## src/rtl/wide_add_sequencer.sv

```systemverilog
// Wide (16*WORDS-bit) adder built by stepping an external 16-bit prefix adder one slice per clock.
// Define WADD_OVF_EN to add the registered signed-overflow output ovf.
module wide_add_sequencer #(
   parameter int unsigned WORDS = 2
) (
   input  logic                  clk,
   input  logic                  rst_n,
   input  logic                  in_valid,
   output logic                  in_ready,
   input  logic [16*WORDS-1:0]   op_a,
   input  logic [16*WORDS-1:0]   op_b,
   input  logic                  cin,
   output logic                  out_valid,
   input  logic                  out_ready,
   output logic [16*WORDS-1:0]   sum,
   output logic                  cout,
`ifdef WADD_OVF_EN
   output logic                  ovf,
`endif
   output logic [15:0]           add_a,
   output logic [15:0]           add_b,
   output logic                  add_cin,
   output logic                  add_p0,
   input  logic [15:0]           add_sum
);

   localparam int unsigned W  = 16 * WORDS;
   localparam int unsigned KW = (WORDS > 1) ? $clog2(WORDS) : 1;

   typedef enum logic [1:0] {StIdle, StRun, StDone} state_t;

   state_t          state_q, state_d;
   logic [KW-1:0]   k_q, k_d;
   logic [W-1:0]    a_q, b_q, part_q, part_d, sum_q;
   logic            carry_q, cout_q;
   logic [15:0]     a_sl, b_sl;
   logic            a15, b15, c15, carry_nxt, last, accept, run;
`ifdef WADD_OVF_EN
   logic            ovf_q, ovf_nxt;
`endif

   assign run    = (state_q == StRun);
   assign accept = in_valid && (state_q == StIdle);
   assign last   = (k_q == KW'(WORDS - 1));

   always_comb begin
      a_sl = a_q[16*k_q +: 16];
      b_sl = b_q[16*k_q +: 16];
   end

   // The adder has no carry-out: recover bit-15 carry-in from the sum, then rebuild the carry.
   assign a15       = a_sl[15];
   assign b15       = b_sl[15];
   assign c15       = add_sum[15] ^ a15 ^ b15;
   assign carry_nxt = (a15 & b15) | ((a15 | b15) & c15);
`ifdef WADD_OVF_EN
   assign ovf_nxt   = (a15 == b15) && (add_sum[15] != a15);
`endif

   always_comb begin
      part_d = part_q;
      part_d[16*k_q +: 16] = add_sum;
   end

   always_comb begin
      state_d = state_q;
      k_d     = k_q;
      unique case (state_q)
         StIdle: begin
            if (in_valid) begin
               state_d = StRun;
               k_d     = '0;
            end
         end
         StRun: begin
            if (last) state_d = StDone;
            else      k_d     = k_q + 1'b1;
         end
         StDone: begin
            if (out_ready) state_d = StIdle;
         end
         default: state_d = StIdle;
      endcase
   end

   always_ff @(posedge clk or negedge rst_n) begin
      if (!rst_n) begin
         state_q <= StIdle;
         k_q     <= '0;
      end else begin
         state_q <= state_d;
         k_q     <= k_d;
      end
   end

   // sum/cout only move on the edge that leaves RUN; slices accumulate in part_q meanwhile.
   always_ff @(posedge clk or negedge rst_n) begin
      if (!rst_n) begin
         a_q     <= '0;
         b_q     <= '0;
         part_q  <= '0;
         sum_q   <= '0;
         carry_q <= 1'b0;
         cout_q  <= 1'b0;
`ifdef WADD_OVF_EN
         ovf_q   <= 1'b0;
`endif
      end else if (accept) begin
         a_q     <= op_a;
         b_q     <= op_b;
         carry_q <= cin;
      end else if (run) begin
         part_q  <= part_d;
         carry_q <= carry_nxt;
         if (last) begin
            sum_q  <= part_d;
            cout_q <= carry_nxt;
`ifdef WADD_OVF_EN
            ovf_q  <= ovf_nxt;
`endif
         end
      end
   end

   assign in_ready  = (state_q == StIdle);
   assign out_valid = (state_q == StDone);
   assign sum       = sum_q;
   assign cout      = cout_q;
`ifdef WADD_OVF_EN
   assign ovf       = ovf_q;
`endif
   assign add_a     = run ? a_sl : 16'h0000;
   assign add_b     = run ? b_sl : 16'h0000;
   assign add_cin   = run ? carry_q : 1'b0;
   assign add_p0    = 1'b1;

endmodule

```

## config.mk

```make
export PLATFORM = sky130hd
export DESIGN_NAME = wide_add_sequencer
export DESIGN_NICKNAME = d
export VERILOG_FILES = /design/src/rtl/wide_add_sequencer.sv
export SDC_FILE = /design/constraint.sdc
export NUM_CORES = 1
export LEC_CHECK = 0
export ABC_AREA = 1
export CAP_MARGIN = 40
export CORE_MARGIN = 2
export CORE_UTILIZATION = 46
export DETAILED_ROUTE_END_ITERATION = 16
export GPL_TIMING_DRIVEN = 0
export PLACE_DENSITY = 0.81
export SLEW_MARGIN = 25
export SYNTH_ARGS = -nofsm -noshare
export SYNTH_HDL_FRONTEND = slang
export SYNTH_SLANG_ARGS = --single-unit
```

## constraint.sdc

```tcl
create_clock -name clk -period 2 [get_ports clk]
set_input_delay 0.6 -clock clk [delete_from_list [all_inputs] [get_ports clk]]
set_output_delay 0.6 -clock clk [all_outputs]
set_load 0.05 [all_outputs]
```

==> impl_metrics.env, run 1 <==
export IMPL_drive_gt1_frac=0.256
export IMPL_start_kind="flop"
export IMPL_finalWirelength_mm=14.2
export IMPL_report_final_setup_viol=34
export IMPL_post_dp_hpwl_mm=9.24
export IMPL_peakVddDrop_v=0.00105
export IMPL_end_kind="primary output"
export IMPL_finalHoldViolCount=0
export IMPL_yosys_warnings=0
export IMPL_whs_ns=0.470
export IMPL_violations="negative setup slack"
export IMPL_overflow=0
export IMPL_post_route_period_util=1.21
export IMPL_seq_area_frac_synth=0.606
export IMPL_fin_crit_ns=2.41
export IMPL_grt_pass1_vias=4848
export IMPL_dp_cells=885
export IMPL_cellLeakagePower_uw=0.00396
export IMPL_syn_cell_area_um2=4830
export IMPL_synth_cell_types=16
export IMPL_rows=37
export IMPL_insertion_delay_ns=0.50
export IMPL_syn_inst=596
export IMPL_die_area_um2=11300
export IMPL_cts_max_level=4
export IMPL_fin_skew_ns=0.00809
export IMPL_fillers=731
export IMPL_antenna_found_initial=0
export IMPL_finalPower_uw=14200
export IMPL_via_per_inst=4.96
export IMPL_syn_nets=681
export IMPL_grt_pass1_wl_mm=22.7
export IMPL_fp_dieW_um=106
export IMPL_instances_no_fill=937
export IMPL_detail_route_antenna_nets=0
export IMPL_powerDensity_nw_per_um2=1840
export IMPL_wl_per_cell_um=15.2
export IMPL_hold_class="reg2reg"
export IMPL_vias=4649
export IMPL_clock_path_buffers=2
export IMPL_critPathMaxFanout=8
export IMPL_nets=874
export IMPL_die_h_um=106
export IMPL_worst_slack_ns=-0.413
export IMPL_cts_root_buffer="clkbuf_8"
export IMPL_grt_start_max_net_pins=81
export IMPL_clkTransAtPathRegs_ns=0.05
export IMPL_numCtsBuffers=17
export IMPL_start_util=0.470
export IMPL_clock_fmax_mhz=414
export IMPL_syn_area_per_cell_um2=8.10
export IMPL_io_buffers=152
export IMPL_drtIter0Drc=209
export IMPL_drv_cap=0
export IMPL_antenna_diode_count=0
export IMPL_worstPathRequired_ns=1.40
export IMPL_path_class="reg2out"
export IMPL_synth_seq_cells=117
export IMPL_outcome="finished, violations left"
export IMPL_core_area_um2=10300
export IMPL_gp_congestion=0.858
export IMPL_worstPathArrival_ns=1.81
export IMPL_cts_tree="done"
export IMPL_grt_use_total=0.259
export IMPL_clock_sinks=117
export IMPL_ios=154
export IMPL_drc=0
export IMPL_syn2layout_area_growth_pct=60.1
export IMPL_drv_slew=0
export IMPL_rsz0062_at_grt="true"
export IMPL_dr_pass1_iters=4
## final timing paths
check / from / endpoint / slack (ns) / depth (start not counted)
max: state_q[1] / add_b[3] / -0.41 / 8
min: sum[27] / sum[27] / 0.47 / 2
max reg2reg: state_q[1] / part_q[14] / 0.29 / 8
min reg2reg: sum[27] / sum[27] / 0.47 / 2
max in group asynchronous: rst_n / a_q[16] / 0.74 / 3
min in group asynchronous: rst_n / sum[12] / 0.56 / 2
## cell usage after synthesis, drive strengths merged
cell | n | area share
nand2 | 369 | 0.29
dfrtp | 117 | 0.61
o21ai | 38 | 0.039
inv | 27 | 0.021
buf | 20 | 0.023
clkbuf | 12 | 0.0093
nor2 | 7 | 0.0065
nand3 | 4 | 0.0041
conb | 1 | 0.00078
o31ai | 1 | 0.0016
## flip-flops by register name (all words and copies together) (netlist names)
signal	flops
carry_q	1
cout	1
k_q	1
state_q	2
a_q	32
part_q	16
b_q	32
sum	32
## worst max-delay path: stages (launching register included)
cell and delay [ns]:
dfrtp_1 0.40, inv_2 0.09, nand2_4 0.07, nor2_4 0.14, buf_12 0.17, clkbuf_16 0.16
nand2_2 0.05, nand2_2 0.07, buf_8 0.15
## layout by cell type (no fill, tap or decap), types with 2 or more instances in the layout
cell / count
buf_4: 12
clkbuf_8: 6
bufinv_16: 2
clkbuf_16: 17
nand3_1: 4
dfrtp_1: 115
clkbuf_1: 12
nor2_4: 4
nand2_1: 300
clkbuf_2: 17
clkdlybuf4s50_1: 83
buf_8: 36
inv_1: 24
clkinv_2: 4
clkinvlp_4: 2
inv_2: 3
dfrtp_2: 2
nand2_2: 61
nand2_4: 9
nor2_1: 2
buf_2: 11
clkdlybuf4s15_1: 15
buf_12: 2
buf_6: 12
o21ai_0: 37
## cells by family after synthesis
group	synth area share
and+or+nand+nor	0.298
DFF	0.606
buffers and inverters	0.0536
AOI/OAI and AO/OA	0.0409
other	0.000776
## metal layers
metal  wire, µm  up-vias  track usage
met3        913       16       0.0576
met5          0        -            0
met4        189        0        0.111
met2       7270      174        0.440
li1           -     2191            -
met1       5880     2268        0.318
## stage by stage
stage                     TNS [ns]  cell area [µm²]  setup WS (ns)   util
after floorplan                  0             4900         0.0444      -
after global placement     -491.13             6600          -3.96  0.642
final                       -12.14             7730         -0.413  0.752
after detailed placement    -29.76             6630          -1.05  0.645
after global routing        -14.25             7730         -0.471  0.752
after CTS                   -12.62             7620         -0.426  0.742
## where the power goes
| group | switching (µW) | internal (µW) |
|---|---|---|
| combinational | 4640 | 2490 |
| clock | 1050 | 1820 |
| sequential | 703 | 3530 |
| total | 6390 | 7850 |
## layout make-up
class | instances | area, µm² | area share
clock buffers | 22 | 453 | 0.0586
inverters | 27 | 101 | 0.0131
plain buffers | 32 | 230 | 0.0298
flip-flops and latches | 117 | 2930 | 0.379
clock inverters | 9 | 104 | 0.0134
multi-input cells | 421 | 1890 | 0.245
well taps | 136 | 170 | 0.0220
repair buffers | 173 | 1850 | 0.239
## repair_timing
action / 4_1_cts / 5_1_grt
hold buffers: 1 / 0
resized for setup: 380 / 72
buffers inserted: 10 / 3
gates cloned: 6 / 1
pin swaps: 11 / 22
setup endpoints to repair: 68 / 65
endpoints found under the hold margin: 35 / 0
(Power assumes the default switching activity.)
==> run 2: changes to the inputs <==
--- a/config.mk
+++ b/config.mk
@@ -8,10 +8,11 @@
 export ABC_AREA = 1
 export CAP_MARGIN = 40
 export CORE_MARGIN = 2
-export CORE_UTILIZATION = 46
+export CORE_UTILIZATION = 40
+export CTS_CLUSTER_SIZE = 16
 export DETAILED_ROUTE_END_ITERATION = 16
 export GPL_TIMING_DRIVEN = 0
-export PLACE_DENSITY = 0.81
+export PLACE_DENSITY = 0.72
 export SLEW_MARGIN = 25
 export SYNTH_ARGS = -nofsm -noshare
 export SYNTH_HDL_FRONTEND = slang
==> run 2 against run 1 <==
- the run still ends with negative setup slack left
- critical path depth unchanged
- hold slack worse by 0.35 ns
- wire length shrank 2.7%
- die area increased by 14%
- register-to-register slack gained 0.08 ns
- non-clock buffer count did not move
- design area rose by 1.2%
- cell count increased by 1.2%
- power about the same
- first-iteration DRC count rose by 4.3%
- global-route usage shrank 3.6 points
- clock-buffer cell count is 5 lower
- highest routed layer unchanged
==> impl_metrics.env, run 2 (same netlist as run 1, synthesis figures left out) <==
export IMPL_peakVddDrop_v=0.000962
export IMPL_post_dp_hpwl_mm=9.24
export IMPL_violations="negative setup slack"
export IMPL_start_kind="flop"
export IMPL_critPathMaxFanout=7
export IMPL_power_frac_clock=0.201
export IMPL_report_final_setup_viol=33
export IMPL_cts_tree="done"
export IMPL_clock_fmax_mhz=434
export IMPL_seq_power_share=0.297
export IMPL_finalPower_uw=14200
export IMPL_grt_start_max_net_pins=68
export IMPL_powerDensity_nw_per_um2=1820
export IMPL_drive_gt1_frac=0.241
export IMPL_worst_pin_slew_ns=0.523
export IMPL_path_class="reg2out"
export IMPL_fp_dieW_um=114
export IMPL_crit_chain="inv_2 > nand2_4 > nor2_4 > buf_12 > buf_16 > nand2_4 > nand2_2 > buf_8"
export IMPL_clock_sinks=117
export IMPL_via_per_inst=4.77
export IMPL_p_sw_uw=6440
export IMPL_instances_no_fill=948
export IMPL_grt_use_total=0.223
export IMPL_final_util=0.657
export IMPL_end_kind="primary output"
export IMPL_post_route_period_util=1.15
export IMPL_rr_startpoint="k_q"
export IMPL_drc=0
export IMPL_drtIter0Drc=218
export IMPL_start_util=0.405
export IMPL_cpPeakStageDelay_ns=0.39
export IMPL_worstPathRequired_ns=1.40
export IMPL_critical_path_slowest_cell="dfrtp_1"
export IMPL_place_area_um2=6640
export IMPL_fin_skew_ns=0.0106
export IMPL_mostFrequentLayoutCell="nand2_1"
export IMPL_relSlewSlack=0.653
export IMPL_gp_congestion=0.833
export IMPL_critPathCapture="add_b[0]"
export IMPL_antenna_diode_count=0
export IMPL_fin_crit_ns=2.30
export IMPL_crit_start="state_q[1]"
export IMPL_rows=40
export IMPL_critical_path_reg2reg_endpoint="sum[25]"
export IMPL_r2r_slack_ns=0.37
export IMPL_numCtsBuffers=17
export IMPL_grt_pass1_wl_mm=22.5
export IMPL_ios=154
export IMPL_worstPathArrival_ns=1.70
export IMPL_antenna_found_initial=0
export IMPL_insertion_delay_ns=0.41
export IMPL_dp_cells=896
export IMPL_nets=873
export IMPL_p_comb_frac=0.502
export IMPL_p_sw_frac=0.453
export IMPL_io_buffers=152
export IMPL_wl_per_cell_um=14.6
export IMPL_core_area_um2=11900
export IMPL_grt_pass1_vias=4610
export IMPL_drv_cap=0
export IMPL_detail_route_antenna_nets=0
export IMPL_finalWirelength_mm=13.9
export IMPL_cellLeakagePower_uw=0.00405
export IMPL_vias=4519
export IMPL_syn2layout_area_growth_pct=62.0
export IMPL_rsz0062_at_grt="true"
export IMPL_fin_area_um2=7830
export IMPL_cts_hold_fix_buffers=0
export IMPL_layout_common_cells="nand2_1 (299), dfrtp_1 (115), clkdlybuf4s50_1 (83), nand2_2 (55), buf_8 (38)"
export IMPL_dr_pass1_iters=5
export IMPL_overflow=0
export IMPL_die_area_um2=13000
export IMPL_drv_slew=0
export IMPL_cts_root_buffer="clkbuf_16"
export IMPL_clock_path_buffers=2
export IMPL_path_common_cell="nand2_4"
export IMPL_cts_max_level=4
export IMPL_worst_slack_ns=-0.303
export IMPL_p_int_uw=7780
export IMPL_rr_worst_depth=9
export IMPL_clkTransAtPathRegs_ns=0.06
export IMPL_die_h_um=114
export IMPL_hold_class="in2async"
export IMPL_finalHoldViolCount=0
export IMPL_fillers=966
export IMPL_outcome="finished, violations left"
-- run 2: worst max-delay path: cells and delay by family, from the launching register on --
kind                   cells  cell delay (ns)
buffers and inverters      4             0.55
AND/OR/NAND/NOR            4             0.35
flip-flops                 1             0.39
-- run 2: area by class of cell --
type                            count  area [µm²]  share of cell area
Clock buffer                       17         425              0.0544
Inverter                           27         101              0.0130
Clock inverter                     15         131              0.0168
Sequential cell                   117        2930               0.374
Tap cell                          147         184              0.0235
Buffer                             32         241              0.0309
Timing Repair Buffer              173        1890               0.241
Multi-Input combinational cell    420        1920               0.246
-- run 2: how the worst min path moves through the flow --
stage,startpoint,to,slack (ns),depth (start not counted)
detailed placement,sum[27],sum[27],0.46,2
global placement,sum[16],sum[16],0.45,2
floorplan,rst_n,a_q[0],0.30,0
global route,rst_n,sum[14],0.16,1
CTS,rst_n,sum[13],0.15,1
finish,rst_n,sum[14],0.12,1
-- run 2: per-stage QoR --
step / hold slack, ns / TNS [ns] / setup slack [ns]
CTS: 0.149 / -8.41 / -0.291
global placement: 0.454 / -499.44 / -4.03
detailed placement: 0.459 / -29.36 / -1.02
floorplan: 0.304 / 0 / 0.0444
finish: 0.125 / -8.67 / -0.303
global route: 0.160 / -11.24 / -0.374
-- run 2: power groups by stage --
stage / clock, µW / combinational [µW] / sequential, µW
after floorplan: 0 / 3040 / 5150
after global placement: 0 / 6100 / 4110
after detailed placement: 0 / 6210 / 4150
after CTS: 2890 / 6860 / 4170
after global routing: 3010 / 7660 / 4370
final: 2860 / 7140 / 4230
-- run 2: routing by layer --
layer,wire length (µm),track usage,vias to the layer above,part of all wire
met5,0,0,-,0
met2,6830,0.379,142,0.49
met1,6010,0.285,2177,0.43
met4,151,0.0683,0,0.011
met3,873,0.0499,13,0.063
li1,-,-,2187,-
-- run 2: timing repair --
action / in CTS / in global routing
setup buffers: 9 / 5
pin swaps: 32 / 20
setup endpoints to repair: 68 / 33
gates resized for setup: 365 / 50
gates cloned: 6 / 0
==> run 3: changes to the inputs <==
--- a/config.mk
+++ b/config.mk
@@ -5,14 +5,15 @@
 export SDC_FILE = /design/constraint.sdc
 export NUM_CORES = 1
 export LEC_CHECK = 0
-export ABC_AREA = 1
+export ABC_AREA = 0
 export CAP_MARGIN = 40
+export CORE_ASPECT_RATIO = 1.2
 export CORE_MARGIN = 2
 export CORE_UTILIZATION = 40
 export CTS_CLUSTER_SIZE = 16
 export DETAILED_ROUTE_END_ITERATION = 16
 export GPL_TIMING_DRIVEN = 0
-export PLACE_DENSITY = 0.72
+export PLACE_DENSITY_LB_ADDON = 0.15
 export SLEW_MARGIN = 25
 export SYNTH_ARGS = -nofsm -noshare
 export SYNTH_HDL_FRONTEND = slang
==> run 3 against run 2 <==
- highest routed layer unchanged
- global-route usage fell by 4.0 points
- design area grew 2.2%
- clock power rose by 17%
- flip-flop and latch count unchanged
- the run still ends with negative setup slack left
==> impl_metrics.env, run 3 <==
export IMPL_clock_fmax_mhz=461
export IMPL_nets=607
export IMPL_syn_nets=423
export IMPL_yosys_warnings=0
export IMPL_antenna_diode_count=0
export IMPL_start_kind="flop"
export IMPL_report_final_setup_viol=33
export IMPL_drc=0
export IMPL_peakVddDrop_v=0.00102
export IMPL_powerDensity_nw_per_um2=2010
export IMPL_instances_no_fill=696
export IMPL_ys_top_cells_by_count="dfrtp_1 (117), mux2_2 (107), nor2_1 (35), mux2i_1 (32), buf_6 (9)"
export IMPL_yosysMostFrequentCell="dfrtp_1"
export IMPL_dp_cells=652
export IMPL_layout_common_cells="dfrtp_1 (116), mux2_2 (107), clkdlybuf4s50_1 (83), buf_6 (43), dlygate4sd2_1 (33)"
export IMPL_drv_cap=0
export IMPL_finalHoldViolCount=0
export IMPL_synth_edf_count=0
export IMPL_synth_seq_cells=117
export IMPL_tns_ns=-4.18
export IMPL_wl_per_cell_um=17.0
export IMPL_place_area_um2=6720
export IMPL_post_route_period_util=1.09
export IMPL_end_kind="primary output"
export IMPL_clkTransAtPathRegs_ns=0.05
export IMPL_io_buffers=152
export IMPL_fp_dieW_um=106
export IMPL_synth_top_cell_area_share=0.590
export IMPL_synth_top_area_cell="dfrtp_1"
export IMPL_fin_area_um2=8000
export IMPL_overflow=0
export IMPL_drtIter0Drc=80
export IMPL_numCtsBuffers=17
export IMPL_synth_flop_cell="dfrtp_1"
export IMPL_detail_route_antenna_nets=0
export IMPL_drive_gt1_frac=0.495
export IMPL_drv_slew=0
export IMPL_outcome="finished, violations left"
export IMPL_seq_area_frac_synth=0.590
export IMPL_fin_skew_ns=0.00858
export IMPL_async_flop_share=1.00
export IMPL_start_util=0.409
export IMPL_worst_pin_slew_ns=0.622
export IMPL_fin_crit_ns=2.17
export IMPL_critPathMaxFanout=8
export IMPL_rsz0062_at_grt="true"
export IMPL_relSlewSlack=0.585
export IMPL_worstPathRequired_ns=1.40
export IMPL_syn2layout_area_growth_pct=61.3
export IMPL_die_area_um2=13300
export IMPL_cts_tree="done"
export IMPL_core_area_um2=12100
export IMPL_antenna_found_initial=0
export IMPL_finalWirelength_mm=11.9
export IMPL_die_h_um=126
export IMPL_worst_slack_ns=-0.172
export IMPL_syn_area_per_cell_um2=14.7
export IMPL_mostFrequentLayoutCell="dfrtp_1"
export IMPL_violations="negative setup slack"
export IMPL_cts_max_level=4
export IMPL_finalPower_uw=16100
export IMPL_syn_cell_area_um2=4960
export IMPL_ios=154
export IMPL_synth_cell_types=22
export IMPL_grt_use_total=0.182
export IMPL_path_class="reg2out"
export IMPL_grt_start_max_net_pins=66
export IMPL_grt_pass1_wl_mm=18.9
export IMPL_synth_area_leaders="dfrtp_1 (59%), mux2_2 (24%), mux2i_1 (6.5%), nor2_1 (2.6%), buf_6 (2.0%)"
export IMPL_post_dp_hpwl_mm=7.85
export IMPL_gp_congestion=0.755
export IMPL_grt_pass1_vias=3783
export IMPL_clock_path_buffers=2
export IMPL_worstPathArrival_ns=1.57
export IMPL_whs_ns=0.181
export IMPL_vias=3383
export IMPL_hold_class="in2async"
export IMPL_via_per_inst=4.86
export IMPL_dr_pass1_iters=5
export IMPL_insertion_delay_ns=0.40
export IMPL_cellLeakagePower_uw=0.00346
export IMPL_syn_inst=338
export IMPL_clock_sinks=117
export IMPL_rows=44
export IMPL_cts_root_buffer="clkbuf_16"
[run 3: cell count changes after synthesis, moves of 8 or more]
cell and change:
mux2i_1 +32, buf_6 +8, clkbuf_1 -9, nand2_1 -367, nor2_1 +30, o21ai_0 -35
inv_1 -22, buf_2 -9, mux2_2 +107
[run 3: worst max-delay path, cell delays in order (launching register included)]
cell,delay [ns]
dfrtp_1,0.39
buf_12,0.16
buf_12,0.14
mux2i_4,0.18
nor2_2,0.13
buf_6,0.17
[run 3: metal layers]
layer / share of wire / vias up / track usage / wire [µm]
met5: 0 / - / 0 / 0
met4: 0.022 / 0 / 0.0766 / 263
met3: 0.074 / 19 / 0.0642 / 875
met2: 0.49 / 121 / 0.297 / 5870
met1: 0.41 / 1691 / 0.220 / 4860
li1: - / 1552 / - / -
[run 3: report_power, final]
| part | leakage (µW) | total [µW] | internal [µW] | switching [µW] |
|---|---|---|---|---|
| clock | 0.000316 | 3360 | 2280 | 1080 |
| combinational | 0.00177 | 8390 | 3810 | 4590 |
| sequential | 0.00138 | 4320 | 3600 | 717 |
| total | 0.00346 | 16100 | 9680 | 6390 |
[run 3: final cells by class]
class	instances	area, µm²
fill	921	4110
sequential	117	2930
multi-input combinational	196	2160
timing repair buffer	165	1730
clock buffer	20	457
buffer	22	309
clock inverter	12	201
tap	161	201
inverter	3	11.3
[run 3: what timing repair did]
action	4_1_cts	5_1_grt
cloned	1	5
gates resized for setup	355	31
buffers inserted	3	3
pin swaps	0	2
setup endpoints to repair	68	34
hold buffers	0	0
[run 3: metrics by stage]
stage	setup slack (ns)	util
after floorplan	-0.195	-
after global placement	-4.22	0.552
after detailed placement	-0.655	0.555
after CTS	-0.163	0.639
after global routing	-0.218	0.660
final	-0.172	0.660
[run 3: worst paths after layout]
check	cells past startpoint	slack [ns]	startpoint	to
worst min-delay path	1	0.18	rst_n	b_q[1]
worst max register to register	4	0.31	state_q[1]	a_q[20]
min in group clk	1	0.48	sum[6]	sum[6]
worst min register to register	1	0.48	sum[6]	sum[6]
worst max-delay path	5	-0.17	k_q	add_a[4]
max in group asynchronous	2	1.14	rst_n	a_q[9]
[run 3: cell families (layout without fill, tap and decap cells)]
kind of cell,Yosys count,in the layout,share of synthesized area
other cells,1,1,0.000756
compound gates,7,7,0.00984
mux,145,145,0.321
simple gates,43,43,0.0406
buf+inv,25,222,0.0371
flops,117,117,0.590
